==> src/rtl/seq_statemachine_pkg.sv <==
// Shared state encoding for the arm/trigger sequencer.
package seq_statemachine_pkg;

  typedef enum logic [1:0] {
    ST_IDLE   = 2'b00,
    ST_ARMING = 2'b01,
    ST_ARMED  = 2'b10,
    ST_FIRE   = 2'b11
  } state_t;

  localparam logic [1:0] ENC_IDLE   = 2'b00;
  localparam logic [1:0] ENC_ARMING = 2'b01;
  localparam logic [1:0] ENC_ARMED  = 2'b10;
  localparam logic [1:0] ENC_FIRE   = 2'b11;

endpackage

==> src/rtl/seq_statemachine_sat_counter.sv <==
// Saturating up-counter: holds at all-ones instead of wrapping.
module sat_counter #(
  parameter int W = 8
) (
  input  logic         clk,
  input  logic         rst,
  input  logic         inc,
  output logic [W-1:0] count
);

  logic [W-1:0] count_q;

  // Count increment requests, sticking at the maximum value.
  always_ff @(posedge clk or posedge rst) begin
    if (rst) begin
      count_q <= '0;
    end else if (inc && (count_q != {W{1'b1}})) begin
      count_q <= count_q + 1'b1;
    end
  end

  assign count = count_q;

endmodule

==> src/rtl/seq_statemachine.sv <==
// Arm/trigger sequencer: A must be held HOLD_A cycles to arm, then B fires
// within TIMEOUT cycles or the block drops back to idle with a timeout pulse.
//
// state   | meaning
// IDLE    | waiting for A
// ARMING  | qualifying consecutive A-high cycles
// ARMED   | waiting for B, timeout counter running
// FIRE    | out asserted (level while B, or single pulse)
module seq_statemachine
  import seq_statemachine_pkg::*;
#(
  parameter int HOLD_A  = 4,
  parameter int TIMEOUT = 8,
  parameter int MODE    = 0,
  parameter int CNT_W   = 4,
  parameter int EV_W    = 8
) (
  input  logic            clk,
  input  logic            rst,
  input  logic            A,
  input  logic            B,
  output logic            out,
  output logic [1:0]      stateOut,
  output logic            timeout,
  output logic [EV_W-1:0] events
);

  localparam logic [CNT_W-1:0] HOLD_LAST = CNT_W'(HOLD_A - 1);
  localparam logic [CNT_W-1:0] TO_LAST   = CNT_W'(TIMEOUT - 1);

  state_t           state_q, state_d;
  logic [CNT_W-1:0] cnt_q, cnt_d;
  logic             timeout_q, timeout_d;
  logic             fire_inc;

  // State, shared qualification/timeout counter and registered timeout pulse.
  always_ff @(posedge clk or posedge rst) begin
    if (rst) begin
      state_q   <= ST_IDLE;
      cnt_q     <= '0;
      timeout_q <= 1'b0;
    end else begin
      state_q   <= state_d;
      cnt_q     <= cnt_d;
      timeout_q <= timeout_d;
    end
  end

  // Next-state and counter decisions; B beats timeout expiry in ARMED.
  always_comb begin
    state_d   = state_q;
    cnt_d     = cnt_q;
    timeout_d = 1'b0;
    fire_inc  = 1'b0;
    unique case (state_q)
      ST_IDLE: begin
        if (A) begin
          state_d = ST_ARMING;
          cnt_d   = CNT_W'(1);
        end else begin
          cnt_d   = '0;
        end
      end
      ST_ARMING: begin
        if (!A) begin
          state_d = ST_IDLE;
          cnt_d   = '0;
        end else if (cnt_q == HOLD_LAST) begin
          state_d = ST_ARMED;
          cnt_d   = '0;
        end else begin
          cnt_d   = cnt_q + 1'b1;
        end
      end
      ST_ARMED: begin
        if (B) begin
          state_d  = ST_FIRE;
          cnt_d    = '0;
          fire_inc = 1'b1;
        end else if (cnt_q == TO_LAST) begin
          state_d   = ST_IDLE;
          cnt_d     = '0;
          timeout_d = 1'b1;
        end else begin
          cnt_d = cnt_q + 1'b1;
        end
      end
      ST_FIRE: begin
        cnt_d = '0;
        if ((MODE != 0) || !B) begin
          state_d = ST_IDLE;
        end
      end
      default: begin
        state_d = ST_IDLE;
        cnt_d   = '0;
      end
    endcase
  end

  // Moore outputs straight from registers.
  always_comb begin
    out      = (state_q == ST_FIRE);
    stateOut = state_q;
    timeout  = timeout_q;
  end

  sat_counter #(
    .W(EV_W)
  ) u_events (
    .clk  (clk),
    .rst  (rst),
    .inc  (fire_inc),
    .count(events)
  );

endmodule

==> config.mk <==
export PLATFORM = sky130hd
export DESIGN_NAME = seq_statemachine
export DESIGN_NICKNAME = d
export VERILOG_FILES = /design/src/rtl/seq_statemachine_pkg.sv /design/src/rtl/seq_statemachine_sat_counter.sv /design/src/rtl/seq_statemachine.sv
export SDC_FILE = /design/constraint.sdc
export NUM_CORES = 1
export LEC_CHECK = 0
export CORE_UTILIZATION = 49
export CTS_CLUSTER_SIZE = 16
export DETAILED_ROUTE_END_ITERATION = 8
export PLACE_DENSITY = 0.75
export SLEW_MARGIN = 10
export SYNTH_ARGS = -nofsm -noshare
export SYNTH_HDL_FRONTEND = slang
export SYNTH_SLANG_ARGS = --single-unit
==> constraint.sdc <==
create_clock -name clk -period 1.8 [get_ports clk]
set_input_delay 0.27 -clock clk [delete_from_list [all_inputs] [get_ports clk]]
set_output_delay 0.27 -clock clk [all_outputs]
set_load 0.03 [all_outputs]
==> results.sh, run 1 <==
export IMPL_status="completed"
export IMPL_nFillCells=127
export IMPL_h_tree_depth=1
export IMPL_worst_pin_slew_ps=576
export IMPL_grt_overflow_total=0
export IMPL_syn_nets=85
export IMPL_cp_start_kind="flip-flop"
export IMPL_cts_tree="built"
export IMPL_p_leak_uw=0.000467
export IMPL_reg2reg_from="u_events.count[0]"
export IMPL_clockRootBuffer="clkbuf_4"
export IMPL_critPathLaunch="u_events.count[5]"
export IMPL_grtUsageTotal_pct=20.0
export IMPL_worst_path_buf_inv=1
export IMPL_critical_path_top_delay_family="buffers and inverters"
export IMPL_ioPinCount=16
export IMPL_gp_congestion=0.892
export IMPL_setup_tns_final_ps=0
export IMPL_yosysMostFrequentCell="dfrtp_1"
export IMPL_initial_utilization_pct=53.4
export IMPL_hold_path_class="in2async"
export IMPL_worst_slew_margin_rel_pct=61.6
export IMPL_dieHeight_microns=42.8
export IMPL_cts_sinks=15
export IMPL_crit_path_max_incr_delay_ps=720
export IMPL_crit_path_end_kind="output port"
export IMPL_fin_hold_ws_ps=333
export IMPL_fin_area_sq_um=1020
export IMPL_ys_ff_latch=15
export IMPL_finalHoldViolations=0
export IMPL_cp_data_required_time_ps=1530
export IMPL_viasPerCell=5.79
export IMPL_cts_max_path_buffers=2
export IMPL_seq_area_frac_synth_pct=46.1
export IMPL_busiest_layer="met1"
export IMPL_drv_cap=0
export IMPL_ff2ff_path_depth=4
export IMPL_use_met1_pct=30.4
export IMPL_grt_max_degree=16
export IMPL_dpl_cell_area_sq_um=988
export IMPL_chipWidth_microns=42.8
export IMPL_netlist_area_leader_share_pct=46.1
export IMPL_endpoint="events[5]"
export IMPL_peakVddDrop_v=0.000571
export IMPL_syn_instance_count=79
export IMPL_maxClockFrequency_ghz=0.575
export IMPL_layout_drive_gt1_share_pct=11.1
export IMPL_setup_viol=0
export IMPL_ys_warn_count=0
export IMPL_r2r_setup_slack_ps=220
export IMPL_grt_pass1_wl_mm=2.77
export IMPL_path_depth=1
export IMPL_dpl_worst_slack_ps=118
export IMPL_avgSynthCellArea_sq_um=10.3
export IMPL_drtPass1Iterations=4
export IMPL_synth_distinct_cells=34
export IMPL_ys_async_sr_fraction_pct=100
export IMPL_n_antenna_cell=0
export IMPL_core_sq_um=1520
export IMPL_fin_ws_ps=59.9
export IMPL_arrival_ps=1470
export IMPL_post_drt_wl_per_cell_microns=13.4
export IMPL_reg2reg_to="u_events.count[1]"
export IMPL_path_max_fanout=8
export IMPL_drt_initial_drc_count=23
export IMPL_area_delta_synth_final_pct=25.0
export IMPL_yosysTopAreaCell="dfrtp_1"
export IMPL_grt_pass1_vias=629
export IMPL_slowest_stage="clkdlybuf4s50_1"
export IMPL_met2_usage_pct=28.2
export IMPL_period_share_pct=96.7
export IMPL_skew_ps=7.35
export IMPL_antenna_found_initial=0
export IMPL_fin_nets=106
export IMPL_dieArea_sq_um=1830
export IMPL_synth_common_cells="dfrtp_1, nand2_1"
export IMPL_yosys_top_cells_area="dfrtp_1, mux2_2, nand2_1"
export IMPL_power_density_nw_per_um2=753
export IMPL_synthFlopType="dfrtp_1"
export IMPL_clk_pin_slew_ps=90
export IMPL_finalWirelength_mm=1.54
export IMPL_netlist_area_sq_um=815
export IMPL_final_max_slew_viol_count=0
export IMPL_cts_made_buffers=3
export IMPL_num_rows=14
export IMPL_period_needed_ps=1740
export IMPL_final_antenna_net_count=0
export IMPL_utilization_pct=66.8
export IMPL_use_met3_pct=2.98
export IMPL_drc_errors=0
export IMPL_path_class="reg2out"
export IMPL_clk_latency_ps=280
export IMPL_path_cells="clkdlybuf4s50_1"
export IMPL_rsz0062_at_grt="false"
export IMPL_io_buffers=15
export IMPL_dpl_hpwl_mm=1.14
export IMPL_synth_edf_count=0
export IMPL_vias=666
-- kinds of logic (layout without fill, tap and decap cells) --
group	Yosys count	count (layout)	share of synthesized area, %
flip-flops	15	15	46.1
XOR/XNOR	1	1	1.08
buffers and inverters	4	24	2.76
adder cells (fa/ha/maj)	2	2	3.07
AO/OA/AOI/OAI	18	18	14.4
multiplexers	5	5	7.22
AND/OR/NAND/NOR	34	34	25.3
-- cells in the final DEF, fill, tap and decap left out, types with 2 or more instances in the layout --
cell type,synthesis,routed
dfrtp_1,15,15
clkdlybuf4s50_1,0,12
nand2_1,7,7
nand2b_1,4,4
nand4_1,4,4
o21ai_0,4,4
a21oi_1,4,4
and3b_1,3,3
nand3_1,3,3
and2_1,3,3
inv_1,3,3
mux2_2,3,3
clkbuf_4,0,3
a31oi_1,2,2
nor3b_1,2,2
ha_1,2,2
dlymetal6s2s_1,0,2
buf_4,0,2
-- per-layer routing --
metal | part of all wire, % | vias up | wire length [microns]
li1 | - | 335 | -
met1 | 54 | 308 | 832
met2 | 40 | 19 | 619
met3 | 4.2 | 4 | 65
met4 | 1.4 | 0 | 21
met5 | 0 | - | 0
-- flip-flops by register name, summed over array words and instances, names as in the netlist --
register	cells
u_events.count	8
timeout	1
stateOut	2
cnt_q	4
-- worst reg2reg max path: stages, from the launching register on --
cell     delay [ps]
dfrtp_1         460
ha_1            330
nand3_1         110
o21ai_1         230
mux2_2          360
-- power by group --
group	internal, uW	switching, uW	total, uW
Combinational	79.1	91.0	170
Sequential	363	41.9	405
Clock	85.9	107	192
-- cell type report --
cell class | count | area (sq um) | area share (%)
well taps | 16 | 20.0 | 1.97
multi-input cells | 60 | 417 | 40.9
clock buffers | 4 | 26.3 | 2.58
repair buffers | 17 | 169 | 16.6
inverters | 3 | 11.3 | 1.11
flip-flops and latches | 15 | 375 | 36.9
-- repair_timing --
item,CTS,global route
resized for setup,1,2
endpoints found under the hold margin,0,0
pin swaps,0,0
buffers inserted,0,0
hold buffers,0,0
setup endpoints to repair,1,2
-- through the flow --
| step | power (uW) | std cells |
|---|---|---|
| 5_1_grt | 808 | 115 |
| 4_1_cts | 775 | 115 |
| 3_5_place_dp | 583 | 111 |
| 3_3_place_gp | 580 | 111 |
| 2_1_floorplan | 508 | 79 |
| 6_report | 767 | 115 |
-- worst min path at each step --
stage and end:
2_1_floorplan cnt_q[0], 3_3_place_gp cnt_q[2], 3_5_place_dp cnt_q[2], 4_1_cts u_events.count[6], 5_1_grt u_events.count[6], 6_report u_events.count[6]
Note: power is estimated with default switching activity, not from simulation.
==> run 2, diff against run 1 <==
--- a/config.mk
+++ b/config.mk
@@ -5,10 +5,10 @@
 export SDC_FILE = /design/constraint.sdc
 export NUM_CORES = 1
 export LEC_CHECK = 0
-export CORE_UTILIZATION = 49
+export CORE_UTILIZATION = 42
 export CTS_CLUSTER_SIZE = 16
 export DETAILED_ROUTE_END_ITERATION = 8
-export PLACE_DENSITY = 0.75
+export PLACE_DENSITY = 0.66
 export SLEW_MARGIN = 10
 export SYNTH_ARGS = -nofsm -noshare
 export SYNTH_HDL_FRONTEND = slang
==> results.sh, run 2 (same netlist as run 1, synthesis figures left out) <==
export IMPL_status="completed"
export IMPL_finalWirelength_mm=1.75
export IMPL_rsz0062_at_grt="false"
export IMPL_final_max_slew_viol_count=0
export IMPL_drc_errors=0
export IMPL_worst_slew_margin_rel_pct=62.4
export IMPL_clk_pin_slew_ps=100
export IMPL_chipWidth_microns=46.0
export IMPL_slowest_stage="clkdlybuf4s50_1"
export IMPL_crit_path_max_incr_delay_ps=710
export IMPL_critical_path_top_delay_family="buffers and inverters"
export IMPL_final_antenna_net_count=0
export IMPL_drtPass1Iterations=4
export IMPL_clockRootBuffer="clkbuf_4"
export IMPL_dieArea_sq_um=2120
export IMPL_vias=711
export IMPL_arrival_ps=1470
export IMPL_clk_latency_ps=300
export IMPL_gp_congestion=0.763
export IMPL_cts_max_path_buffers=2
export IMPL_largest_reg_flops=8
export IMPL_ioPinCount=16
export IMPL_maxClockFrequency_ghz=0.575
export IMPL_grt_overflow_total=0
export IMPL_seqPwrFrac_pct=51.8
export IMPL_switching_share_pct=32.4
export IMPL_peakVddDrop_v=0.000501
export IMPL_grt_max_degree=16
export IMPL_cp_start_kind="flip-flop"
export IMPL_worst_pin_slew_ps=563
export IMPL_finalPower_uw=785
export IMPL_layout_drive_gt1_share_pct=13.9
export IMPL_dp_cells=122
export IMPL_post_drt_wl_per_cell_microns=13.8
export IMPL_n_antenna_cell=0
export IMPL_finalHoldViolations=0
export IMPL_busiest_layer="met1"
export IMPL_dpl_cell_area_sq_um=1010
export IMPL_fin_area_sq_um=1050
export IMPL_use_met1_pct=25.6
export IMPL_final_cell_mix="dfrtp_1, clkdlybuf4s50_1, nand2_1"
export IMPL_grt_pass1_wl_mm=2.61
export IMPL_hold_path_class="in2async"
export IMPL_internal_power_uw=530
export IMPL_cts_tree="built"
export IMPL_cts_made_buffers=3
export IMPL_io_buffers=15
export IMPL_viasPerCell=5.64
export IMPL_period_needed_ps=1740
export IMPL_initial_utilization_pct=46.2
export IMPL_clock_power_share_pct=25.3
export IMPL_power_density_nw_per_um2=750
export IMPL_fin_nets=108
export IMPL_core_sq_um=1760
export IMPL_p_sw_uw=254
export IMPL_path_cells="clkdlybuf4s50_1"
export IMPL_final_instance_count_excl_fill=126
export IMPL_final_common_cell="dfrtp_1"
export IMPL_grtUsageTotal_pct=17.9
export IMPL_nFillCells=156
export IMPL_drt_initial_drc_count=38
export IMPL_crit_path_end_kind="output port"
export IMPL_combPwrFrac_pct=22.9
export IMPL_fin_ws_ps=61.9
export IMPL_dpl_hpwl_mm=1.23
export IMPL_dieHeight_microns=46.0
export IMPL_setup_tns_final_ps=0
export IMPL_use_met3_pct=4.76
export IMPL_cp_data_required_time_ps=1530
export IMPL_h_tree_depth=1
export IMPL_worst_path_buf_inv=1
export IMPL_path_class="reg2out"
export IMPL_skew_ps=14.8
export IMPL_num_rows=15
export IMPL_setup_viol=0
export IMPL_dpl_worst_slack_ps=130
export IMPL_path_max_fanout=7
export IMPL_grt_pass1_vias=579
export IMPL_drv_cap=0
export IMPL_p_leak_uw=0.000481
export IMPL_met2_usage_pct=24.5
export IMPL_period_share_pct=96.6
export IMPL_antenna_found_initial=0
export IMPL_cts_sinks=15
export IMPL_area_delta_synth_final_pct=28.4
[run 2: cell types whose count changed in the layout (fill, tap and decap cells not counted)]
cell,previous run,this run
clkinv_2,0,1
clkbuf_1,1,0
buf_4,2,4
[run 2: path summary, 6_finish.rpt]
| path | endpoint | depth (start not counted) | start | slack [ps] |
|---|---|---|---|---|
| max | events[3] | 1 | u_events.count[3] | 60 |
| min | cnt_q[1] | 2 | rst | 320 |
| max reg2reg | u_events.count[1] | 4 | u_events.count[0] | 290 |
| min reg2reg | cnt_q[2] | 2 | cnt_q[2] | 600 |
| max in group asynchronous | u_events.count[0] | 2 | rst | 1100 |
| min in group clk | cnt_q[2] | 2 | cnt_q[2] | 600 |
[run 2: repair_timing]
item / in CTS / in global routing
gates resized for setup: 1 / 2
hold buffers: 0 / 0
setup endpoints to repair: 1 / 2
setup buffers: 0 / 0
cloned: 0 / 0
[run 2: power by group through the flow]
| stage | sequential, uW | clock [uW] | combinational, uW |
|---|---|---|---|
| 2_1_floorplan | 446 | 0 | 62.8 |
| 3_3_place_gp | 410 | 0 | 178 |
| 3_5_place_dp | 409 | 0 | 181 |
| 4_1_cts | 403 | 203 | 181 |
| 5_1_grt | 410 | 215 | 193 |
| 6_report | 406 | 199 | 180 |
[run 2: worst register-to-register path: cells and delay by family (launching register included)]
family                   cells  cell delay (ps)
flip-flops                   1              470
multiplexers                 1              360
adder cells (fa/ha/maj)      1              260
AO/OA/AOI/OAI                1              220
AND/OR/NAND/NOR              1               90
[run 2: final cells by class]
cell class | instances | area (sq um) | area share, %
sequential | 15 | 375 | 35.9
clock buffer | 3 | 22.5 | 2.15
multi-input combinational | 60 | 417 | 39.8
clock inverter | 1 | 5.00 | 0.478
inverter | 3 | 11.3 | 1.08
timing repair buffer | 19 | 184 | 17.6
tap | 25 | 31.3 | 2.99
[run 2: stage by stage]
| step | hold slack [ps] | util, % |
|---|---|---|
| floorplan | 171 | - |
| global placement | 559 | 57.5 |
| detailed placement | 575 | 57.5 |
| CTS | 348 | 59.0 |
| global route | 380 | 59.3 |
| finish | 317 | 59.3 |
[run 2: per-layer routing]
metal | vias up | part of all wire, %
li1 | 339 | -
met5 | - | 0
met3 | 5 | 4.4
met1 | 340 | 51
met4 | 0 | 2.1
met2 | 27 | 43
==> run 3, diff against run 2 <==
--- a/config.mk
+++ b/config.mk
@@ -5,11 +5,13 @@
 export SDC_FILE = /design/constraint.sdc
 export NUM_CORES = 1
 export LEC_CHECK = 0
+export CORE_MARGIN = 3
 export CORE_UTILIZATION = 42
 export CTS_CLUSTER_SIZE = 16
 export DETAILED_ROUTE_END_ITERATION = 8
+export MAX_ROUTING_LAYER = met4
 export PLACE_DENSITY = 0.66
-export SLEW_MARGIN = 10
+export SLEW_MARGIN = 0
 export SYNTH_ARGS = -nofsm -noshare
 export SYNTH_HDL_FRONTEND = slang
 export SYNTH_SLANG_ARGS = --single-unit
==> results.sh, run 3 (same netlist as run 1, synthesis figures left out) <==
export IMPL_fin_nets=107
export IMPL_maxClockFrequency_ghz=0.569
export IMPL_cts_made_buffers=3
export IMPL_reg2reg_to="u_events.count[1]"
export IMPL_setup_tns_final_ps=0
export IMPL_period_share_pct=97.6
export IMPL_r2r_setup_slack_ps=220
export IMPL_cts_tree="built"
export IMPL_arrival_ps=1490
export IMPL_core_sq_um=1780
export IMPL_path_max_fanout=8
export IMPL_dpl_hpwl_mm=1.22
export IMPL_antenna_found_initial=0
export IMPL_ioPinCount=16
export IMPL_chipWidth_microns=50.0
export IMPL_period_needed_ps=1760
export IMPL_viasPerCell=5.58
export IMPL_worst_slew_margin_rel_pct=63.2
export IMPL_initial_utilization_pct=45.7
export IMPL_h_tree_depth=1
export IMPL_grt_pass1_wl_mm=2.66
export IMPL_num_rows=15
export IMPL_io_buffers=15
export IMPL_crit_path_end_kind="output port"
export IMPL_slowest_stage="clkdlybuf4s50_1"
export IMPL_finalWirelength_mm=1.68
export IMPL_drtPass1Iterations=4
export IMPL_path_cells="clkdlybuf4s50_1"
export IMPL_grt_pass1_vias=576
export IMPL_grtUsageTotal_pct=14.4
export IMPL_hold_path_class="in2async"
export IMPL_final_antenna_net_count=0
export IMPL_largest_reg_flops=8
export IMPL_fin_area_sq_um=1040
export IMPL_finalHoldViolations=0
export IMPL_reg2reg_from="u_events.count[0]"
export IMPL_drt_initial_drc_count=24
export IMPL_grt_overflow_total=0
export IMPL_path_class="reg2out"
export IMPL_p_leak_uw=0.000479
export IMPL_post_drt_wl_per_cell_microns=13.4
export IMPL_drv_cap=0
export IMPL_cp_data_required_time_ps=1530
export IMPL_final_max_slew_viol_count=0
export IMPL_gp_congestion=0.793
export IMPL_final_cell_mix="dfrtp_1, clkdlybuf4s50_1, nand2_1"
export IMPL_skew_ps=10.5
export IMPL_grt_max_degree=16
export IMPL_worst_path_buf_inv=1
export IMPL_clk_pin_slew_ps=100
export IMPL_dpl_cell_area_sq_um=1010
export IMPL_layout_drive_gt1_share_pct=12.0
export IMPL_worst_pin_slew_ps=552
export IMPL_drc_errors=0
export IMPL_cp_start_kind="flip-flop"
export IMPL_area_delta_synth_final_pct=27.2
export IMPL_post_cts_buffers=0
export IMPL_rsz0062_at_grt="false"
export IMPL_setup_viol=0
export IMPL_status="completed"
export IMPL_n_antenna_cell=0
export IMPL_clk_latency_ps=300
export IMPL_cts_hold_buf=0
export IMPL_clockRootBuffer="clkbuf_4"
export IMPL_dieHeight_microns=50.0
export IMPL_final_common_cell="dfrtp_1"
export IMPL_power_density_nw_per_um2=751
export IMPL_crit_path_max_incr_delay_ps=710
export IMPL_critical_path_top_delay_family="buffers and inverters"
export IMPL_cts_sinks=15
export IMPL_vias=697
export IMPL_cts_max_path_buffers=2
export IMPL_peakVddDrop_v=0.000746
export IMPL_ff2ff_path_depth=4
export IMPL_dieArea_sq_um=2500
-- run 3: power breakdown --
part	total [uW]	switching, uW	internal, uW
combinational	171	92.6	78.2
clock	203	117	86.5
sequential	404	41.5	363
total	778	251	527
-- run 3: per-stage QoR --
step	hold slack [ps]	worst slack, ps	power (uW)	util (%)	std cells
2_1_floorplan	171	162	508	-	79
3_3_place_gp	556	112	586	56.5	121
3_5_place_dp	567	88.4	587	56.5	121
4_1_cts	352	44.3	785	57.8	125
5_1_grt	379	3.31	817	58.1	125
6_report	308	43.0	778	58.1	125
-- run 3: worst max path at each step --
stage,slack (ps),to,depth (start not counted),start
2_1_floorplan,160,u_events.count[1],4,u_events.count[0]
4_1_cts,40,events[2],1,u_events.count[2]
5_1_grt,3,events[2],1,u_events.count[2]
3_5_place_dp,90,u_events.count[6],4,B
6_report,40,events[2],1,u_events.count[2]
3_3_place_gp,110,u_events.count[6],4,B
-- run 3: what timing repair did --
action | CTS | global route
endpoints found under the hold margin | 0 | 0
setup endpoints to repair | 2 | 2
gates resized for setup | 2 | 2
-- run 3: metal layers --
metal | GRT usage [%] | wire length (microns) | vias up
met2 | 19.1 | 673 | 25
met1 | 20.6 | 866 | 331
li1 | - | - | 338
met3 | 3.02 | 107 | 3
met4 | 6.91 | 33 | 0
met5 | - | 0 | -
-- run 3: final cells by class --
class	instances	area (sq um)
tap	25	31.3
fill	164	747
clock buffer	4	26.3
timing repair buffer	18	175
multi-input combinational	60	417
inverter	3	11.3
sequential	15	375
